==> src/rtl/axi4lite_arb_pkg.sv <==
// Shared types and constants for the AXI4-Lite master arbiter.
package axi4lite_arb_pkg;

   typedef enum logic [2:0] {
      IDLE,
      WRITE,
      WR_RESP,
      READ,
      RD_DATA
   } arb_state_t;

   localparam logic [1:0] RESP_OKAY    = 2'b00;
   localparam logic [1:0] RESP_SLVERR  = 2'b10;
   localparam logic [1:0] RESP_DECERR  = 2'b11;
   localparam logic [2:0] PROT_DEFAULT = 3'b000;

   // Width of an index into n requesters (at least one bit).
   function automatic int unsigned idx_width(input int unsigned n);
      return (n > 1) ? $clog2(n) : 1;
   endfunction

endpackage

==> src/rtl/rr_arbiter.sv <==
// Combinational round-robin pick: first requester at or after ptr_i wins.
module rr_arbiter
   import axi4lite_arb_pkg::*;
#(
   parameter int unsigned N    = 2,
   parameter int unsigned IdxW = idx_width(N)
) (
   input  logic [N-1:0]    req_i,
   input  logic [IdxW-1:0] ptr_i,
   output logic [N-1:0]    gnt_o,
   output logic [IdxW-1:0] idx_o,
   output logic            valid_o
);

   int unsigned       pos;
   logic [IdxW-1:0]   cand;

   // Scan requesters starting at the pointer, wrapping once.
   always_comb begin
      gnt_o   = '0;
      idx_o   = '0;
      valid_o = 1'b0;
      pos     = 0;
      cand    = '0;
      for (int unsigned k = 0; k < N; k++) begin
         pos = 32'(ptr_i) + k;
         if (pos >= N) pos = pos - N;
         cand = IdxW'(pos);
         if (!valid_o && req_i[cand]) begin
            gnt_o[cand] = 1'b1;
            idx_o       = cand;
            valid_o     = 1'b1;
         end
      end
   end

endmodule

==> src/rtl/axi4lite_master_arbiter.sv <==
// Round-robin sharing of one AXI4-Lite master port among NUM_REQ clients,
// one outstanding transaction at a time.
module axi4lite_master_arbiter
   import axi4lite_arb_pkg::*;
#(
   parameter int unsigned NUM_REQ    = 2,
   parameter int unsigned ADDR_WIDTH = 32,
   parameter int unsigned DATA_WIDTH = 32,
   parameter int unsigned STRB_WIDTH = DATA_WIDTH / 8
) (
   input  logic                          ACLK,
   input  logic                          ARESETN,
   input  logic [NUM_REQ-1:0]            req_valid,
   input  logic [NUM_REQ-1:0]            req_write,
   input  logic [NUM_REQ*ADDR_WIDTH-1:0] req_addr,
   input  logic [NUM_REQ*DATA_WIDTH-1:0] req_wdata,
   input  logic [NUM_REQ*STRB_WIDTH-1:0] req_wstrb,
   output logic [NUM_REQ-1:0]            req_ready,
   output logic [NUM_REQ-1:0]            rsp_valid,
   output logic [DATA_WIDTH-1:0]         rsp_rdata,
   output logic [1:0]                    rsp_resp,
   output logic [ADDR_WIDTH-1:0]         m_axi_awaddr,
   output logic [2:0]                    m_axi_awprot,
   output logic                          m_axi_awvalid,
   input  logic                          m_axi_awready,
   output logic [DATA_WIDTH-1:0]         m_axi_wdata,
   output logic [STRB_WIDTH-1:0]         m_axi_wstrb,
   output logic                          m_axi_wvalid,
   input  logic                          m_axi_wready,
   input  logic [1:0]                    m_axi_bresp,
   input  logic                          m_axi_bvalid,
   output logic                          m_axi_bready,
   output logic [ADDR_WIDTH-1:0]         m_axi_araddr,
   output logic [2:0]                    m_axi_arprot,
   output logic                          m_axi_arvalid,
   input  logic                          m_axi_arready,
   input  logic [DATA_WIDTH-1:0]         m_axi_rdata,
   input  logic [1:0]                    m_axi_rresp,
   input  logic                          m_axi_rvalid,
   output logic                          m_axi_rready
);

   localparam int unsigned IdxW = idx_width(NUM_REQ);

   arb_state_t              state_q, state_d;
   logic [IdxW-1:0]         ptr_q, ptr_d;
   logic [IdxW-1:0]         gnt_idx_q, gnt_idx_d;
   logic [ADDR_WIDTH-1:0]   addr_q, addr_d;
   logic [DATA_WIDTH-1:0]   wdata_q, wdata_d;
   logic [STRB_WIDTH-1:0]   wstrb_q, wstrb_d;
   logic                    awvalid_q, awvalid_d;
   logic                    wvalid_q, wvalid_d;
   logic                    bready_q, bready_d;
   logic                    arvalid_q, arvalid_d;
   logic                    rready_q, rready_d;
   logic [NUM_REQ-1:0]      rsp_valid_q, rsp_valid_d;
   logic [DATA_WIDTH-1:0]   rsp_rdata_q, rsp_rdata_d;
   logic [1:0]              rsp_resp_q, rsp_resp_d;

   logic [NUM_REQ-1:0]      arb_gnt;
   logic [IdxW-1:0]         arb_idx;
   logic                    arb_valid;
   logic                    grant_en;

   rr_arbiter #(
      .N    (NUM_REQ),
      .IdxW (IdxW)
   ) u_rr_arbiter (
      .req_i   (req_valid),
      .ptr_i   (ptr_q),
      .gnt_o   (arb_gnt),
      .idx_o   (arb_idx),
      .valid_o (arb_valid)
   );

   // Hold off re-grant during the rsp_valid cycle so responses never overlap a grant.
   assign grant_en  = (state_q == IDLE) && arb_valid && !(|rsp_valid_q);
   // Gated by reset so a client holding req_valid never sees a grant while in reset.
   assign req_ready = (grant_en && ARESETN) ? arb_gnt : '0;

   // Next-state: arbitration, AXI channel sequencing and response capture.
   always_comb begin
      state_d     = state_q;
      ptr_d       = ptr_q;
      gnt_idx_d   = gnt_idx_q;
      addr_d      = addr_q;
      wdata_d     = wdata_q;
      wstrb_d     = wstrb_q;
      awvalid_d   = awvalid_q;
      wvalid_d    = wvalid_q;
      bready_d    = bready_q;
      arvalid_d   = arvalid_q;
      rready_d    = rready_q;
      rsp_valid_d = '0;
      rsp_rdata_d = rsp_rdata_q;
      rsp_resp_d  = rsp_resp_q;
      unique case (state_q)
         IDLE: begin
            if (grant_en) begin
               gnt_idx_d = arb_idx;
               ptr_d     = (arb_idx == IdxW'(NUM_REQ - 1)) ? '0 : arb_idx + IdxW'(1);
               addr_d    = req_addr[32'(arb_idx) * ADDR_WIDTH +: ADDR_WIDTH];
               wdata_d   = req_wdata[32'(arb_idx) * DATA_WIDTH +: DATA_WIDTH];
               wstrb_d   = req_wstrb[32'(arb_idx) * STRB_WIDTH +: STRB_WIDTH];
               if (req_write[arb_idx]) begin
                  awvalid_d = 1'b1;
                  wvalid_d  = 1'b1;
                  state_d   = WRITE;
               end else begin
                  arvalid_d = 1'b1;
                  state_d   = READ;
               end
            end
         end
         WRITE: begin
            // AW and W retire independently; move on once both have handshaken.
            if (awvalid_q && m_axi_awready) awvalid_d = 1'b0;
            if (wvalid_q && m_axi_wready)   wvalid_d  = 1'b0;
            if (!awvalid_d && !wvalid_d) begin
               bready_d = 1'b1;
               state_d  = WR_RESP;
            end
         end
         WR_RESP: begin
            if (m_axi_bvalid) begin
               bready_d               = 1'b0;
               rsp_valid_d[gnt_idx_q] = 1'b1;
               rsp_resp_d             = m_axi_bresp;
               rsp_rdata_d            = '0;
               state_d                = IDLE;
            end
         end
         READ: begin
            if (m_axi_arready) begin
               arvalid_d = 1'b0;
               rready_d  = 1'b1;
               state_d   = RD_DATA;
            end
         end
         RD_DATA: begin
            if (m_axi_rvalid) begin
               rready_d               = 1'b0;
               rsp_valid_d[gnt_idx_q] = 1'b1;
               rsp_rdata_d            = m_axi_rdata;
               rsp_resp_d             = m_axi_rresp;
               state_d                = IDLE;
            end
         end
         default: state_d = IDLE;
      endcase
   end

   // State and registered outputs; reset abandons any transaction in flight.
   always_ff @(posedge ACLK or negedge ARESETN) begin
      if (!ARESETN) begin
         state_q     <= IDLE;
         ptr_q       <= '0;
         gnt_idx_q   <= '0;
         addr_q      <= '0;
         wdata_q     <= '0;
         wstrb_q     <= '0;
         awvalid_q   <= 1'b0;
         wvalid_q    <= 1'b0;
         bready_q    <= 1'b0;
         arvalid_q   <= 1'b0;
         rready_q    <= 1'b0;
         rsp_valid_q <= '0;
         rsp_rdata_q <= '0;
         rsp_resp_q  <= RESP_OKAY;
      end else begin
         state_q     <= state_d;
         ptr_q       <= ptr_d;
         gnt_idx_q   <= gnt_idx_d;
         addr_q      <= addr_d;
         wdata_q     <= wdata_d;
         wstrb_q     <= wstrb_d;
         awvalid_q   <= awvalid_d;
         wvalid_q    <= wvalid_d;
         bready_q    <= bready_d;
         arvalid_q   <= arvalid_d;
         rready_q    <= rready_d;
         rsp_valid_q <= rsp_valid_d;
         rsp_rdata_q <= rsp_rdata_d;
         rsp_resp_q  <= rsp_resp_d;
      end
   end

   assign rsp_valid     = rsp_valid_q;
   assign rsp_rdata     = rsp_rdata_q;
   assign rsp_resp      = rsp_resp_q;
   assign m_axi_awaddr  = addr_q;
   assign m_axi_awprot  = PROT_DEFAULT;
   assign m_axi_awvalid = awvalid_q;
   assign m_axi_wdata   = wdata_q;
   assign m_axi_wstrb   = wstrb_q;
   assign m_axi_wvalid  = wvalid_q;
   assign m_axi_bready  = bready_q;
   assign m_axi_araddr  = addr_q;
   assign m_axi_arprot  = PROT_DEFAULT;
   assign m_axi_arvalid = arvalid_q;
   assign m_axi_rready  = rready_q;

endmodule

==> config.mk <==
export PLATFORM = sky130hd
export DESIGN_NAME = axi4lite_master_arbiter
export DESIGN_NICKNAME = d
export VERILOG_FILES = /design/src/rtl/axi4lite_arb_pkg.sv /design/src/rtl/rr_arbiter.sv /design/src/rtl/axi4lite_master_arbiter.sv
export SDC_FILE = /design/constraint.sdc
export NUM_CORES = 1
export LEC_CHECK = 0
export BUFFER_PORTS_ARGS = -buffer_cell sky130_fd_sc_hd__buf_2
export CORE_AREA = 2 2 127 129
export DETAILED_ROUTE_END_ITERATION = 12
export DIE_AREA = 0 0 129 131
export GPL_ROUTABILITY_DRIVEN = 1
export PLACE_DENSITY = 0.69
export SLEW_MARGIN = 20
export SYNTH_ARGS = -nofsm -noshare
export SYNTH_HDL_FRONTEND = slang
export SYNTH_SLANG_ARGS = --single-unit
==> constraint.sdc <==
create_clock -name ACLK -period 2.7 [get_ports ACLK]
set_clock_uncertainty 0.1 [all_clocks]
set_input_delay 0.135 -clock ACLK [delete_from_list [all_inputs] [get_ports ACLK]]
set_output_delay 0.135 -clock ACLK [all_outputs]
set_load 0.005 [all_outputs]
==> results.txt <==
----------------------------------------------------
[Layout]
  Net count reported at finish ... 1193
  Post-route non-filler standard cell count ... 1239
  Layout-stage area growth over the synthesis result ... 71.6%
  Number of filler cells placed in the layout ... approximately 1200
  Diode count ... 0
  Fraction of layout cells with a size suffix above 1 ... 0.365
  Most used cells in the layout excluding fill and tap cells ... sky130_fd_sc_hd__buf_2 (324), sky130_fd_sc_hd__dlygate4sd3_1 (178), sky130_fd_sc_hd__nand2_1 (143)
  Summed area of non-filler cells in the final layout ... 9320 um^2
  Final design utilization ... 0.597
  Most common cell after layout, fill and taps aside ... sky130_fd_sc_hd__buf_2

[STA]
  Portion of the clock cycle consumed by the worst path in the final layout ... 0.890
  Clock period minus final worst setup slack ... 2.40 ns
  F_max ... ~420 MHz
  Final setup violation count ... 0
  Transition time of the tightest slew-check pin ... 0.701 ns
  Accumulated negative setup slack ... 0 ns
  Tightest slew margin relative to the limit ... 0.533
  Min Hold Slack ... between 0.02 and 0.025 ns
  Final Max Tran Viols ... 0
  RSZ-0062 raised after global routing ... false
  Worst Slack Setup Final ... 0.297 ns
  Final hold violation count ... 0

[Pwr]
  PnR Total Power ... 8.21 mW
  Pleak ... 4.88 nW
  Peak VDD IR ... 0.574 mV
  Power per cell area ... 881 nW/um^2

[Synth]
  Portion of netlist area occupied by mux cells ... 0.131
  Post-synthesis share of cell area spent on and, or, nand and nor gates ... 0.119
  Synth Area in XOR/XNOR ... 0
  Largest family of logic cells by synthesized area ... multiplexers
  Post-Synthesis Cells ... 548
  Average instance area after synthesis ... 9.90 um^2
  Post-synth cell types ... 29
  Proportion of synthesized chip area in sequential cells ... 0.526
  Post-synthesis cell type with the largest combined area ... sky130_fd_sc_hd__dfrtp_1
  Number of flip-flops and latches in the synthesized netlist ... 114
  Warnings from Yosys ... 0
  Adder and majority cell fraction of the synthesized area ... 0
  Cell area after synthesis ... roughly 5400 um^2
  Area share of the leading cell type in the synthesized netlist ... 0.526
  Leading post-synthesis cells by cell area ... sky130_fd_sc_hd__dfrtp_1 (53%), sky130_fd_sc_hd__mux2i_1 (13%), sky130_fd_sc_hd__nand2_1 (9.9%)
  Synthesized-area fraction occupied by ao, oa, aoi and oai cells ... 0.120

[Global routing]
  Global-route wire length before repair ... 28000 um
  Total grt overflow ... 0
  Overall global routing resource usage ... 0.212
  Number of global-route vias before repair ... 5771
  Pin count of the biggest net entering global routing ... 71
  Antenna violations before repair ... 0

[Critical path]
  Critical Path Sink Type ... flip-flop
  Crit path required time ... 2.86 ns
  Category of the most critical setup path ... flip-flop to flip-flop
  Peak fanout along the critical path ... 33
  Sort of element at the start of the critical path ... flip-flop
  Arr. time, crit path ... 2.56 ns

[Routing]
  Antenna Violating Nets Remaining ... 0
  Total via count in the routed design ... 5593
  Via count normalized by instance count ... roughly 4.5
  Wire length reported by the detailed router ... 18400 um
  Total iterations of the first detailed-routing run ... 4
  DRC ... 0
  Initial drt markers ... 247
  Routed length per placed instance ... 14.8 um

[Floorplanning]
  Initial Util ... 0.348
  Site row count ... 46
  Horizontal die dimension ... 129 um
  I/O Pins ... 332
  Area of the die ... 16900 um^2
  Y dimension of the die ... 131 um
  Area inside the core boundary ... roughly 16000 um^2

[Clocking]
  Clock latency reported for the late side of the worst-skew pair ... 0.40 ns
  Clock-pin slew reported for the worst setup and hold paths after clock tree synthesis ... 0.06 ns
  Buffer cell driving the clock tree root ... sky130_fd_sc_hd__clkbuf_16
  Number of levels in the clock H-tree ... 4
  Number of setup buffers added after CTS ... 0
  TritonCTS Buffers ... 17
  Number of buffers on the longest clock path ... 2
  Clock tree from TritonCTS ... done
  Post-CTS sizing ... 0
  Sinks on the clock net ... 114

[Place]
  Post-place setup slack ... between 0.8 and 0.9 ns
  Placed Area ... 6920 um^2
  GP Congestion ... about 0.79
  Placed Instances ... 1029
  Port Buffers ... 325
  Post-DP HPWL ... ~11000 um

[Hold path]
  Worst min-delay path category ... input port to flip-flop

[Outcome]
  Status ... complete, no violations

[Flow run]
  Max capacitance violation total ... 0

----------------------------------------------------
path summary, 6_finish.rpt:
check / start / to / slack, ns / cells after the start
worst max register to register: ptr_q / m_axi_araddr[1] / 0.30 / 5
worst max-delay path: ptr_q / m_axi_araddr[1] / 0.30 / 5
min in group asynchronous: ARESETN / rsp_rdata[13] / 0.19 / 3
worst min register to register: m_axi_wdata[15] / m_axi_wdata[15] / 0.37 / 2
max in group asynchronous: ARESETN / m_axi_araddr[25] / 1.65 / 3
worst min-delay path: req_write[0] / m_axi_wvalid / 0.02 / 3
report_power, final:
| group | internal (mW) | switching (mW) | leakage [nW] | total, mW |
|---|---|---|---|---|
| combinational | 1.47 | 1.60 | 3.13 | 3.07 |
| sequential | 2.37 | 0.436 | 1.46 | 2.81 |
| clock | 1.54 | 0.786 | 0.295 | 2.33 |
synth_stat cells (all sizes together):
cell,count
inv,7
a221o,1
and3b,2
a221oi,1
a21oi,2
o31a,1
a22o,1
nor3,1
conb,1
o32a,1
nand4,1
and4bb,1
buf,69
mux2i,71
clkbuf,4
and4,1
a21o,1
nor2,12
nand2,143
dfrtp,114
a31oi,1
o21ai,111
o2111ai,1
flip-flops by register name, summed over array words and instances, names as in the netlist:
| signal | count |
|---|---|
| m_axi_wstrb | 4 |
| m_axi_araddr | 32 |
| rsp_rdata | 32 |
| m_axi_awvalid | 1 |
| m_axi_arvalid | 1 |
| m_axi_wdata | 32 |
| ptr_q | 1 |
| m_axi_wvalid | 1 |
| rsp_valid | 2 |
| gnt_idx_q | 1 |
| m_axi_rready | 1 |
| rsp_resp | 2 |
| m_axi_bready | 1 |
| state_q | 3 |
repair_timing:
item,4_1_cts,5_1_grt
hold buffers,178,0
hold endpoints to repair,221,0
setup endpoints to repair,0,0
routing by layer:
metal,global-route usage,part of all wire,vias up
li1,-,-,2725
met5,0,0,-
met4,0.0882,0.024,0
met1,0.236,0.39,2579
met2,0.378,0.51,250
met3,0.0684,0.073,39
final cells by class:
type / count / area (um^2) / area share
clock buffers: 23 / 488 / 0.0524
clock inverters: 9 / 128 / 0.0137
inverters: 7 / 26.3 / 0.00282
multi-input cells: 359 / 2060 / 0.221
flip-flops and latches: 114 / 2850 / 0.306
well taps: 216 / 270 / 0.0290
repair buffers: 511 / 3500 / 0.375
logic make-up (layout without fill, tap and decap cells):
group	count (synthesis)	in the layout
buffers and inverters	80	550
multiplexers	71	71
AND/OR/NAND/NOR	161	161
AO/OA/AOI/OAI	121	121
other	1	6
flip-flops	114	114
worst max-delay path, cell delays in order (launching register included):
cell                            delay [ns]
sky130_fd_sc_hd__dfrtp_1              0.41
sky130_fd_sc_hd__o21ai_4              0.22
sky130_fd_sc_hd__buf_4                0.52
sky130_fd_sc_hd__mux2i_1              0.32
sky130_fd_sc_hd__dlygate4sd3_1        0.60
sky130_fd_sc_hd__o21ai_0              0.07
No activity file was read; power rests on OpenSTA's default activity.
